--- config.mk ---
export PLATFORM = sky130hd
export DESIGN_NAME = flag_branch_resolver
export DESIGN_NICKNAME = d
export VERILOG_FILES = /design/src/rtl/flag_branch_resolver_pkg.sv /design/src/rtl/cond_decode.sv /design/src/rtl/flag_branch_resolver.sv
export SDC_FILE = /design/constraint.sdc
export NUM_CORES = 1
export LEC_CHECK = 0
export ABC_AREA = 1
export BUFFER_PORTS_ARGS = -buffer_cell sky130_fd_sc_hd__buf_2
export CORE_MARGIN = 2
export CORE_UTILIZATION = 47
export CTS_CLUSTER_DIAMETER = 150
export DETAILED_ROUTE_END_ITERATION = 7
export GPL_TIMING_DRIVEN = 0
export PLACE_DENSITY = 0.72
export SLEW_MARGIN = 20
export SYNTH_ARGS = -nofsm -noshare
export SYNTH_HDL_FRONTEND = slang
export SYNTH_HIERARCHICAL = 1
export SYNTH_SLANG_ARGS = --single-unit
--- constraint.sdc ---
create_clock -name clock -period 1.9 [get_ports clock]
set_input_delay 0.19 -clock clock [delete_from_list [all_inputs] [get_ports clock]]
set_output_delay 0.19 -clock clock [all_outputs]
set_load 0.005 [all_outputs]
--- src/rtl/flag_branch_resolver_pkg.sv ---
// Shared types for the flag branch resolver: condition codes, FSM states and
// flag bit positions within the ZCSO register.
package flag_branch_resolver_pkg;

    typedef enum logic [3:0] {
        COND_AL = 4'h0,
        COND_Z  = 4'h1,
        COND_NZ = 4'h2,
        COND_C  = 4'h3,
        COND_NC = 4'h4,
        COND_S  = 4'h5,
        COND_NS = 4'h6,
        COND_O  = 4'h7,
        COND_NO = 4'h8,
        COND_LT = 4'h9,
        COND_GE = 4'hA,
        COND_LE = 4'hB,
        COND_GT = 4'hC,
        COND_BE = 4'hD,
        COND_A  = 4'hE,
        COND_NV = 4'hF
    } cond_e;

    typedef enum logic [1:0] {
        StIdle,
        StSample,
        StEval,
        StFlush
    } state_e;

    localparam int unsigned FLAG_Z = 0;
    localparam int unsigned FLAG_C = 1;
    localparam int unsigned FLAG_S = 2;
    localparam int unsigned FLAG_O = 3;

endpackage

--- src/rtl/cond_decode.sv ---
// Combinational condition-code decode against a captured ZCSO flag set.
module cond_decode
    import flag_branch_resolver_pkg::*;
(
    input  logic [3:0] cond,
    input  logic [3:0] flags,
    output logic       taken
);

    logic z, c, s, o;

    assign z = flags[FLAG_Z];
    assign c = flags[FLAG_C];
    assign s = flags[FLAG_S];
    assign o = flags[FLAG_O];

    always_comb begin
        taken = 1'b0;
        case (cond)
            COND_AL: taken = 1'b1;
            COND_Z:  taken = z;
            COND_NZ: taken = !z;
            COND_C:  taken = c;
            COND_NC: taken = !c;
            COND_S:  taken = s;
            COND_NS: taken = !s;
            COND_O:  taken = o;
            COND_NO: taken = !o;
            COND_LT: taken = s != o;
            COND_GE: taken = s == o;
            COND_LE: taken = z || (s != o);
            COND_GT: taken = !z && (s == o);
            COND_BE: taken = c || z;
            COND_A:  taken = !c && !z;
            default: taken = 1'b0;
        endcase
    end

endmodule

--- src/rtl/flag_branch_resolver.sv ---
// Resolves one conditional branch at a time: latch request, wait for stable
// flags, decode, then redirect the PC and hold flush on a taken branch.
module flag_branch_resolver
    import flag_branch_resolver_pkg::*;
#(
    parameter int unsigned ADDR_W       = 16,
    parameter int unsigned FLUSH_CYCLES = 2
) (
    input  logic              clock,
    input  logic              reset,
    input  logic              req_valid,
    output logic              req_ready,
    input  logic [3:0]        cond,
    input  logic [ADDR_W-1:0] target,
    input  logic [3:0]        ZCSO,
    input  logic              flags_busy,
    output logic              pc_load,
    output logic [ADDR_W-1:0] pc_target,
    output logic              flush,
    output logic              resolved_valid,
    output logic              resolved_taken,
    output logic [15:0]       taken_count
);

    // The EVAL cycle is the first flush cycle, so the counter covers the remainder.
    localparam logic [3:0] FLUSH_LOAD = (FLUSH_CYCLES > 1) ? 4'(FLUSH_CYCLES - 2) : 4'd0;

    state_e              state_q;
    logic [3:0]          cond_q;
    logic [ADDR_W-1:0]   target_q;
    logic [3:0]          flags_q;
    logic [3:0]          flush_cnt_q;
    logic [15:0]         taken_count_q;
    logic                dec_taken;

    cond_decode u_cond_decode (
        .cond  (cond_q),
        .flags (flags_q),
        .taken (dec_taken)
    );

    always_ff @(posedge clock or negedge reset) begin
        if (!reset) begin
            state_q       <= StIdle;
            cond_q        <= 4'd0;
            target_q      <= '0;
            flags_q       <= 4'd0;
            flush_cnt_q   <= 4'd0;
            taken_count_q <= 16'd0;
        end else begin
            case (state_q)
                StIdle: begin
                    if (req_valid) begin
                        cond_q   <= cond;
                        target_q <= target;
                        state_q  <= StSample;
                    end
                end
                StSample: begin
                    if (!flags_busy) begin
                        flags_q <= ZCSO;
                        state_q <= StEval;
                    end
                end
                StEval: begin
                    if (dec_taken) begin
                        if (taken_count_q != 16'hFFFF) begin
                            taken_count_q <= taken_count_q + 16'd1;
                        end
                        if (FLUSH_CYCLES > 1) begin
                            flush_cnt_q <= FLUSH_LOAD;
                            state_q     <= StFlush;
                        end else begin
                            state_q <= StIdle;
                        end
                    end else begin
                        state_q <= StIdle;
                    end
                end
                StFlush: begin
                    if (flush_cnt_q == 4'd0) begin
                        state_q <= StIdle;
                    end else begin
                        flush_cnt_q <= flush_cnt_q - 4'd1;
                    end
                end
                default: state_q <= StIdle;
            endcase
        end
    end

    // Outputs decode registered state only, so reset clears them immediately.
    assign req_ready      = (state_q == StIdle);
    assign resolved_valid = (state_q == StEval);
    assign resolved_taken = (state_q == StEval) && dec_taken;
    assign pc_load        = (state_q == StEval) && dec_taken;
    assign flush          = ((state_q == StEval) && dec_taken) || (state_q == StFlush);
    assign pc_target      = target_q;
    assign taken_count    = taken_count_q;

endmodule

# Yosys cells after proc, flatten, opt, wreduce, memory -nomap -nowiden
# Cells that the tools add are included.
[classes]
mux = 9
n_bitwise = 1
n_eq_ne = 25
n_reduce_logical = 19
add_sub_neg = 2
[ops]
columns = ["op", "n"]
rows = [
  ["$eq 4x4->1 const B", 7],
  ["$add 16x1->16 const B", 1],
  ["$eq 4x3->1 const B", 4],
  ["$ne 16x16->1 const B", 1],
  ["$pmux 1 s15", 1],
  ["$reduce_and 3->1", 3],
  ["$eq 4x2->1 const B", 2],
  ["$logic_not 4->1", 2],
  ["$mux 2", 4],
  ["$mux 4", 2],
  ["$ne 2x2->1 const B", 4],
  ["$pmux 2 s4", 1],
  ["$pmux 4 s2", 1],
  ["$eq 2x2->1 const B", 2],
  ["$eq 4x1->1 const B", 1],
  ["$logic_not 1->1", 4],
  ["$reduce_and 2->1", 2],
  ["$sub 4x1->4 const B", 1],
  ["$logic_and 1x1->1", 3],
  ["$logic_or 1x1->1", 3],
  ["$eq 2x1->1 const B", 1],
  ["$logic_not 2->1", 1],
  ["$ne 2x1->1 const B", 1],
  ["$reduce_bool 2->1", 1],
  ["3 further kinds", 3],
]
[totals]
output_inout_bits = 37
register_bits = 46
word_cells = 62
in_bits = 28

# Depth between registers and ports, before layout
[logic_depth]
ltp_word = 5
ltp_mapped = 14
mapped_depth_nobuf = 14

# By module
# Netlist, hierarchy kept.
[by_module_without_submodules]
columns = ["module", "seq_area_each_um2", "n_inst", "area_each_um2", "cells_each"]
rows = [
  ["flag_branch_resolver", 1151.1, 1, 2452.4, 262],
  ["cond_decode", 0.0, 1, 232.7, 58],
]

# Worst setup path after synthesis
# No wires, ideal clock.
[synth_path]
path_kind = "flip-flop to flip-flop"
start = "register cond_q[0]"
end = "register taken_count_q[12], in the netlist taken_count[12]"
setup_time_ns = 0.117
setup_slack_ns = 0.260
path_buffers = 0
t_arrival_ns = 1.522
required_ns = 1.783
period_less_slack_ns = 1.640
path_stages_with_launch = 15
path_cell_list = "dfrtp_1 inv_2 nand2_1 nor2_1 nand2_1 nor2_1 nor2_2 nand3_1 nand3_4 nor2_4 nand2_4 nor2_4 nand2_1 o21ai_1 inv_1"
[synth_between]
elab_chain_cells = 3
word_cells_on_any_way = 17
classes_between = "eq/ne (14); mux (1); reduce/logical (2)"
[synth_rtl]
columns = ["item", "line", "text"]
rows = [
  ["from (decl)", "flag_branch_resolver.sv:29", "logic [3:0] cond_q;"],
  ["from (signal assigned)", "flag_branch_resolver.sv:54", "cond_q <= cond;"],
  ["$eq 4x4->1, or another cell as far along", "cond_decode.sv:19", "case (cond)"],
  ["$pmux 1 s15 *", "cond_decode.sv:19", ""],
  ["via dec_taken", "flag_branch_resolver.sv:34", "logic dec_taken;"],
  ["$reduce_and 3->1 (no source line) *", "--", ""],
  ["to (signal assigned)", "flag_branch_resolver.sv:68", "taken_count_q <= taken_count_q + 16'd1;"],
  ["to (decl)", "flag_branch_resolver.sv:33", "logic [15:0] taken_count_q;"],
]
# The timed path passes the listed nets; every way through them passes the cells marked *.
# A chain may end at the register's enable or synchronous reset.

# Final worst setup path
[layout_path]
start = "register cond_q[0]"
end = "output flush"
[layout_between]
elab_chain_cells = 4
word_cells_on_any_way = 18
classes_between = "eq/ne (14); mux (1); reduce/logical (3)"
[layout_rtl]
columns = ["item", "line", "text"]
rows = [
  ["$eq 4x4->1, or another cell as far along", "cond_decode.sv:19", ""],
  ["$pmux 1 s15 *", "cond_decode.sv:19", ""],
  ["via dec_taken", "flag_branch_resolver.sv:34", ""],
  ["$logic_and 1x1->1 *", "flag_branch_resolver.sv:97", "assign flush = ((state_q == StEval) && dec_taken) || (state_q == StFlush);"],
  ["$logic_or 1x1->1 *", "flag_branch_resolver.sv:97", ""],
  ["to (decl)", "flag_branch_resolver.sv:19", "output logic flush,"],
]
# Marked as above.

==> metrics.md <==
| Metric | Value |
|---|---|
| Worst-path cell chain | inv_2 -> nand2_2 -> nand2_1 -> nor2_1 -> nor2_1 -> nor2_2 -> nand3_2 -> nand3_4 -> buf_6 -> nand2_2 -> buf_2 |
| HP Class | in2reg |
| Crit start category | register |
| Final-report setup violation count | 4 |
| Area growth syn-to-layout | 23.7% |
| Crit path max-delay family | simple AND/OR/NAND/NOR gates |
| CP max FO | 6 |
| Met2 usage | 0.333 |
| LEAKAGE | 1.80 nW |
| First drt pass iteration count | 4 |
| Syn Std Cell Area | 2690 sq um |
| Asr flop ratio synth | 1.00 |
| Run status | finished, violations left |
| Drt wl/cell | 12.6 um |
| Kind of critical path | reg2out |
| Netlist cell types | 29 |
| CTS clock-pin slew for the worst setup and hold paths | 90 ps |
| # port buffers | 64 |
| Commonest non-fill, non-tap cells in the layout | 101 x nand2_1, 63 x buf_2, 44 x dfrtp_1, 33 x inv_1, 29 x nor2_1 |
| Fin. max-slew vios | 0 |
| Worst Path Buf+Inv | 3 |
| Core ar. | 5510 sq um |
| Most common cell after layout, fill and taps aside | nand2_1 |
| Initial Util | 0.488 |
| Min cycle time layout | 1930 ps |
| Post-DP HPWL | 4220 um |
| Antenna diode count | 0 |
| # Max-Cap Violations | 0 |
| Synth Register Bits | 46 |
| Number of synthesized flops with an enable pin | 0 |
| Met1 usage | 0.271 |
| Grt peak-use layer | met2 |
| Multi-input gate area | 1390 sq um |
| Final Wtd Congestion | 0.877 |
| Vias in the first global route | 2168 |
| I/O Pins | 65 |
| Fmax | 518 MHz |
| Critical path required time | 1710 ps |
| Congestion Overflow GR | 0 |
| Met3 GRT Util | 0.0351 |
| YS warnings | 6 |
| PwrDens | 1300 nW/um^2 |
| Final-layout fill cell count | 480 |
| Period Utilization, post-route | 1.02 |
| Syn nets | 351 |
| Synth Instances | 320 |
| # rows | 27 |
| Clock Root Buffer | clkbuf_8 |
| WHS | 110 ps |
| Pre-CTS setup slack | 14.5 ps |
| Fin util | 0.603 |
| Nets | 433 |
| Post-synthesis sequential area ratio | 0.429 |
| Final WL | 6000 um |
| # DRC | 0 |
| WP data arrival | 1740 ps |
| Largest net degree at the start of global routing | 47 |
| Final worst slack | -31.2 ps |
| Vias per inst | 4.81 |
| Worst Setup End Kind | primary output |
| Initial antenna violation count | 0 |
| Syn avg cell area | 8.39 sq um |
| Largest stage delay on the critical path | 450 ps |
| Fin area | 3320 sq um |
| Share of post-route cells with drive strength above 1 | 0.365 |
| Die ar. | 6330 sq um |
| Max clock buf depth | 2 |
| Skew final | 8.49 ps |
| Total GRT Usage | 0.204 |
| CTS Buf Count | 5 |
| Final hold vios | 0 |
| Chip height | 79.6 um |
| Final Power | 0.00433 W |
| CTS tree | done |
| Max-Slew Margin vs Limit | 0.613 |
| Failing checks | negative setup slack |
| Worst skew pair latency | 300 ps |
| Post-route ant nets | 0 |
| FF+latch area | 1150 sq um |
| Vias | 2283 |
| Slew @ Worst Pin | 580 ps |
| Post-synth top flop | dfrtp_1 |
| Worst vdd ir | 0.712 mV |
| Die width | 79.6 um |
| Unrepaired setup endpoints after global routing | yes |
| Placed cell areas | 3100 sq um |
| Global-route wire length before repair | 10100 um |
| CP max-delay cell | dfrtp_2 |
| Initial DRC Count | 98 |
| Htree depth | 2 |
| Sink Count | 46 |
==> what timing repair did <==
action	CTS	global route
hold endpoints to repair	0	46
resized for setup	9	8
hold buffers	0	1
endpoints found under the setup margin	4	16
pin swaps	7	2
buffers inserted	7	4
==> worst paths after layout <==
path                                               end  cells after the start                      start  slack, ps
min                           pc_target[4]$_DFFE_PN0P_                      2                  target[4]        110
min reg2reg                  pc_target[14]$_DFFE_PN0P_                      1  pc_target[14]$_DFFE_PN0P_        510
max                                              flush                     11      cond_q[0]$_DFFE_PN0P_        -30
max in group asynchronous        cond_q[1]$_DFFE_PN0P_                      2                      reset       1050
max reg2reg                taken_count[12]$_DFFE_PN0P_                     15      cond_q[0]$_DFFE_PN0P_        -10
min in group asynchronous    pc_target[11]$_DFFE_PN0P_                      2                      reset        430
==> per-layer routing <==
layer | vias up | routed length, um
met4 | 0 | 86
met3 | 7 | 227
met1 | 1061 | 2660
met2 | 46 | 3020
li1 | 1169 | -
met5 | - | 0
==> cell usage after synthesis (4+ instances only) <==
| library cell | instances | area (sq um) |
|---|---|---|
| nand3_1 | 19 | 95.1 |
| nor2_1 | 33 | 124 |
| mux2_4 | 20 | 300 |
| mux2_2 | 4 | 45.0 |
| nand2_2 | 4 | 25.0 |
| inv_1 | 34 | 128 |
| nand2_1 | 103 | 387 |
| o21ai_0 | 5 | 25.0 |
| nor2_2 | 6 | 37.5 |
| nor2_4 | 6 | 67.6 |
| inv_2 | 5 | 18.8 |
| nand4_1 | 7 | 43.8 |
| dfrtp_1 | 46 | 1150 |
==> per-stage QoR <==
step           std cells  setup TNS, ps
4_1_cts              470              0
2_1_floorplan        320              0
6_report             475          -52.7
3_5_place_dp         456              0
5_1_grt              475           -897
3_3_place_gp         456              0
==> area by class of cell <==
cell class                 count  area share
multi-input combinational    230       0.417
sequential                    46       0.347
timing repair buffer          76       0.127
inverter                      40      0.0463
tap                           72      0.0271
clock buffer                   6      0.0218
buffer                         3     0.00904
clock inverter                 2     0.00414
==> cells by family (layout without fill, tap and decap cells) <==
group | after synthesis | after routing | share of synthesized area
AND/OR/NAND/NOR | 188 | 188 | 0.324
flip-flops | 46 | 46 | 0.429
buffers and inverters | 44 | 127 | 0.0699
multiplexers | 24 | 24 | 0.129
AO/OA/AOI/OAI | 13 | 13 | 0.0280
adder cells (fa/ha/maj) | 3 | 3 | 0.0140
XOR/XNOR | 2 | 2 | 0.00652
==> report_power, final <==
group / leakage [nW] / total [W] / switching [W] / internal (W)
Combinational: 1.18 / 0.00206 / 0.00100 / 0.00106
Clock: 0.0452 / 0.000600 / 0.000340 / 0.000260
Sequential: 0.576 / 0.00166 / 0.000317 / 0.00134
==> flip-flops by register name, summed over array words and instances, names as in the netlist <==
name,count
cond_q,4
flush_cnt_q,4
flags_q,4
state_q,2
taken_count,16
pc_target,16
(Power assumes the default switching activity.)
